--- config.mk ---
export PLATFORM = sky130hd
export DESIGN_NAME = nonce_select
export DESIGN_NICKNAME = d
export VERILOG_FILES = /design/src/rtl/nonce_select.sv
export SDC_FILE = /design/constraint.sdc
export NUM_CORES = 1
export LEC_CHECK = 0
export CAP_MARGIN = 20
export CORE_MARGIN = 2
export CORE_UTILIZATION = 53
export CTS_BUF_LIST = sky130_fd_sc_hd__clkbuf_2
export DETAILED_ROUTE_END_ITERATION = 6
export GPL_TIMING_DRIVEN = 0
export PLACE_DENSITY = 0.81
export REMOVE_ABC_BUFFERS = 1
export SLEW_MARGIN = 40
export SYNTH_ARGS = -nofsm -noshare
export SYNTH_HDL_FRONTEND = slang
export SYNTH_SLANG_ARGS = --single-unit
--- constraint.sdc ---
create_clock -name clk -period 8.4 [get_ports clk]
set_input_delay 2.52 -clock clk [delete_from_list [all_inputs] [get_ports clk]]
set_output_delay 2.52 -clock clk [all_outputs]
set_load 0.05 [all_outputs]
--- src/rtl/nonce_select.sv ---
// Scans NUM_NONCES hash words and writes the lowest hash, its index and the hit count into a result record.
// done is high NUM_NONCES+4 cycles after start is sampled; there is no backpressure and start is ignored while busy.
module nonce_select #(
    parameter int NUM_NONCES = 16
) (
    input  logic        clk,
    input  logic        reset_n,
    input  logic        start,
    input  logic [15:0] hash_addr,
    input  logic [15:0] result_addr,
    input  logic [31:0] target,
    output logic        done,
    output logic        mem_clk,
    output logic        mem_we,
    output logic [15:0] mem_addr,
    output logic [31:0] mem_write_data,
    input  logic [31:0] mem_read_data
);

    typedef enum logic [2:0] {
        IDLE   = 3'd0,
        READ   = 3'd1,
        DRAIN  = 3'd2,
        WRITE0 = 3'd3,
        WRITE1 = 3'd4,
        DONE   = 3'd5
    } state_t;

    localparam logic [7:0] LAST_IDX = 8'(NUM_NONCES - 1);

    state_t      state;
    state_t      state_nxt;

    logic [15:0] hash_base;
    logic [15:0] result_base;
    logic [31:0] target_q;
    logic [7:0]  rd_idx;
    logic        cmp_vld;
    logic [7:0]  cmp_idx;
    logic [31:0] best_hash;
    logic [7:0]  best_nonce;
    logic [7:0]  hit_count;
    logic        found;

    assign mem_clk = clk;

    always_ff @(posedge clk or negedge reset_n) begin
        if (!reset_n) begin
            state <= IDLE;
        end else begin
            state <= state_nxt;
        end
    end

    always_comb begin
        state_nxt = state;
        case (state)
            IDLE:    if (start) state_nxt = READ;
            READ:    if (rd_idx == LAST_IDX) state_nxt = DRAIN;
            DRAIN:   state_nxt = WRITE0;
            WRITE0:  state_nxt = WRITE1;
            WRITE1:  state_nxt = DONE;
            DONE:    state_nxt = IDLE;
            default: state_nxt = IDLE;
        endcase
    end

    always_comb begin
        done           = 1'b0;
        mem_we         = 1'b0;
        mem_addr       = 16'h0000;
        mem_write_data = 32'h0000_0000;
        case (state)
            READ: begin
                mem_addr = hash_base + {8'h00, rd_idx};
            end
            WRITE0: begin
                mem_we         = 1'b1;
                mem_addr       = result_base;
                mem_write_data = best_hash;
            end
            WRITE1: begin
                mem_we         = 1'b1;
                mem_addr       = result_base + 16'd1;
                mem_write_data = {found, 15'b0, hit_count, best_nonce};
            end
            DONE: begin
                done = 1'b1;
            end
            default: begin
                done = 1'b0;
            end
        endcase
    end

    // Read data lags the address by one cycle, so the compare stage carries the index of the word now arriving.
    always_ff @(posedge clk or negedge reset_n) begin
        if (!reset_n) begin
            hash_base   <= 16'h0000;
            result_base <= 16'h0000;
            target_q    <= 32'h0000_0000;
            rd_idx      <= 8'h00;
            cmp_vld     <= 1'b0;
            cmp_idx     <= 8'h00;
            best_hash   <= 32'h0000_0000;
            best_nonce  <= 8'h00;
            hit_count   <= 8'h00;
            found       <= 1'b0;
        end else begin
            cmp_vld <= (state == READ);
            cmp_idx <= rd_idx;

            if (state == IDLE && start) begin
                hash_base   <= hash_addr;
                result_base <= result_addr;
                target_q    <= target;
                rd_idx      <= 8'h00;
                best_hash   <= 32'h0000_0000;
                best_nonce  <= 8'h00;
                hit_count   <= 8'h00;
                found       <= 1'b0;
            end else if (state == READ) begin
                rd_idx <= rd_idx + 8'd1;
            end

            if (cmp_vld) begin
                // Strict less-than keeps the earlier index on ties.
                if (cmp_idx == 8'h00 || mem_read_data < best_hash) begin
                    best_hash  <= mem_read_data;
                    best_nonce <= cmp_idx;
                end
                if (mem_read_data < target_q) begin
                    found <= 1'b1;
                    if (hit_count != 8'hFF) begin
                        hit_count <= hit_count + 8'd1;
                    end
                end
            end
        end
    end

endmodule
==> run summary <==
Largest delay share family, worst path - buffers and inverters
Netlist Area Pre-Place - 8109 sq um
ys flop type - dfrtp_1
clk_lat worst skew - 820 ps
CP required - 5880 ps
Synth Area in Adders - 0.1151
sequential share of the synthesized area - 0.4104
Pwr Density - 353.6 nW/um^2
GR met1 Demand/Resource - 0.3306
EDFF count, synth - 0
proportion of layout cells with a drive suffix above 1 - 0.1010
final instance area - 10140 sq um
Area Growth Syn to Fin - 25.04%
vias per cell - 5.442
final-report hold violation count - 0
WHS Path Cells - 0
non-filler cells, final - 1279
CP bufs+invs - 3
nets@finish - 1249
die width - 127.7 um
total vias in the final route - 6960
main combinational cell family by area after synthesis - simple AND/OR/NAND/NOR gates
Synth Area in Simple Gates - 0.1958
status - complete, no violations
Yosys cell types - 62
row count - 45
commonest cells after routing, fill and taps aside - nand2_1, clkdlybuf4s50_1, dfrtp_1, o21ai_0, nor2_1
GR Util All Layers - 0.2525
Most Used Layer, Global Route - met2
CP Capture Type - primary output
Relative slew margins - 0.4407
cells on worst reg2reg path - 12
global-route wire length before repair - 32570 um
Mapped Cells - 915
Detail Route Antenna Nets - 0
clock slew at reported path FFs - 180 ps
largest net degree at the start of global routing - 74
Mean Syn Cell Area - 8.862 sq um
Overflow after GRT - 0
DR DRC count - 0
Pleak - 4.865 nW
worst hold path type - reg -> reg
Seq cells post-synth - 133
reg2reg setup slack - 4990 ps
DRT iter0 DRCs - 396
worst slew pin tran - 831.8 ps
WP data arrival - 5060 ps
initial antenna violation count - 1
hold_buf cts - 0
Worst Setup Path Type - clk -> out
CP max FO - 4
full die area - 16310 sq um
met2 Track Usage GR - 0.4099
CP Launch Type - clock port
core area - 15090 sq um
YS warnings - 0
hold endpoint - cmp_idx[7]$_DFF_PN0_
terminus of the critical flop-to-flop path - best_hash[27]$_DFF_PN0_
max-cap violation count - 0
routability congestion estimate - 0.8349
commonest non-fill, non-tap cell in the layout - nand2_1
placed inst area - 9886 sq um
Synth async-reset ratio - 1.000
Hold Crit Start - rd_idx[7]$_DFFE_PN0P_
die height - 127.7 um
RSZ-0062 raised after global routing - false
mux cell area share after synthesis - 0.06126
post-layout total power - 3.586 mW
post_cts resized - 0
# placed instances - 1242
Max VDD drop - 0.2898 mV
I/O pins - 150
slowest stage cell, crit path - clkdlybuf4s50_1
clock skew - 24.35 ps
critical-path cell list - clkbuf_2 > clkbuf_2 > clkdlybuf4s50_1
Worst R2R Start - state[1]$_DFFE_PN0P_
setup violators final - 0
port bufs - 149
Critical Path Most Common Cell - clkbuf_2
Avg WL per Cell - 15.48 um
Initial Utilization - 0.5374
Critical path origin - clk
Post-Route WL - 19800 um
compound-cell area share of the yosys netlist - 0.1381
Fin Setup TNS - 0 ps
vias in the first global route - 6896
1st-pass router iterations - 5
TritonCTS clock tree - done
met3 usage - 0.06135
Slew Viols, Final - 0
DP HPWL - 14780 um
max incr delay on CP - 690 ps
Post-CTS Setup Bufs - 0
XOR/XNOR Fraction of Synth Area - 0.02268
-- through the flow --
step	util	setup slack, ps	hold WS [ps]
6_report	0.6720	818.7	483.9
5_1_grt	0.6720	805.6	502.6
4_1_cts	0.6716	800.8	487.3
3_5_place_dp	0.6551	1008	464.1
3_3_place_gp	0.6393	-10980	452.2
2_1_floorplan	-	-4366	415.3
-- per-layer routing --
| metal | share of wire | wire length [um] |
|---|---|---|
| met1 | 0.45 | 8842 |
| met2 | 0.48 | 9421 |
| met3 | 0.058 | 1150 |
| met4 | 0.020 | 387 |
| met5 | 0 | 0 |
-- sequential cells by signal, indices dropped and copies added, names as in the netlist --
signal	cells
best_hash	32
target_q	32
hash_base	16
result_base	16
best_nonce	8
cmp_idx	8
hit_count	8
rd_idx	8
state	3
cmp_vld	1
found	1
-- power breakdown --
group	internal, mW	switching [mW]	total, mW
Sequential	0.923	0.190	1.11
Clock	0.180	0.260	0.440
Combinational	0.874	1.16	2.03
-- cell type report --
class	instances	area (sq um)
antenna	2	5.005
clock buffer	23	120.1
clock inverter	13	138.9
fill	1206	4950
inverter	72	270.3
multi-input combinational	672	4337
sequential	133	3328
tap	188	235.2
timing repair buffer	176	1705
-- how the worst max path moves through the flow --
stage	to	slack (ps)	depth (start not counted)
2_1_floorplan	hash_base[8]$_DFFE_PN0P_	-4370	2
3_3_place_gp	target_q[2]$_DFFE_PN0P_	-10980	3
3_5_place_dp	mem_clk	1010	1
4_1_cts	mem_clk	800	3
5_1_grt	mem_clk	810	3
6_report	mem_clk	820	3
-- kinds of logic after synthesis --
family          after synthesis
fa+ha+maj                    74
simple gates                364
compound gates              179
mux                          34
flops                       133
buf+inv                     110
xor+xnor                     21
-- synthesized netlist by cell type, drive strengths merged (2+ instances only) --
master | number | share of area
a211oi | 3 | 0.0028
a21boi | 2 | 0.0019
a21o | 7 | 0.0065
a21oi | 36 | 0.023
a221o | 4 | 0.0049
a221oi | 3 | 0.0040
a22o | 2 | 0.0023
a22oi | 9 | 0.0083
a31oi | 5 | 0.0039
a32o | 9 | 0.011
and2 | 6 | 0.0048
and3 | 9 | 0.0071
and4 | 3 | 0.0032
buf | 11 | 0.0096
clkbuf | 27 | 0.014
dfrtp | 133 | 0.41
ha | 73 | 0.11
inv | 72 | 0.033
mux2 | 32 | 0.059
mux2i | 2 | 0.0025
nand2 | 196 | 0.091
nand2b | 6 | 0.0046
nand3 | 25 | 0.015
nand4 | 9 | 0.0069
nor2 | 76 | 0.035
nor2b | 9 | 0.0069
nor3 | 7 | 0.0043
nor3b | 2 | 0.0019
nor4 | 5 | 0.0046
o211ai | 3 | 0.0028
o21ai | 86 | 0.056
o221ai | 2 | 0.0022
or3 | 3 | 0.0023
or4 | 4 | 0.0037
xnor2 | 13 | 0.014
xor2 | 8 | 0.0086
-- worst register-to-register path: cells and delay by family (launching register included) --
| kind | cells | cell delay (ps) |
|---|---|---|
| and+or+nand+nor | 2 | 720 |
| muxes | 1 | 250 |
| DFF | 1 | 540 |
| buffers and inverters | 9 | 1800 |
(Power assumes the default switching activity.)
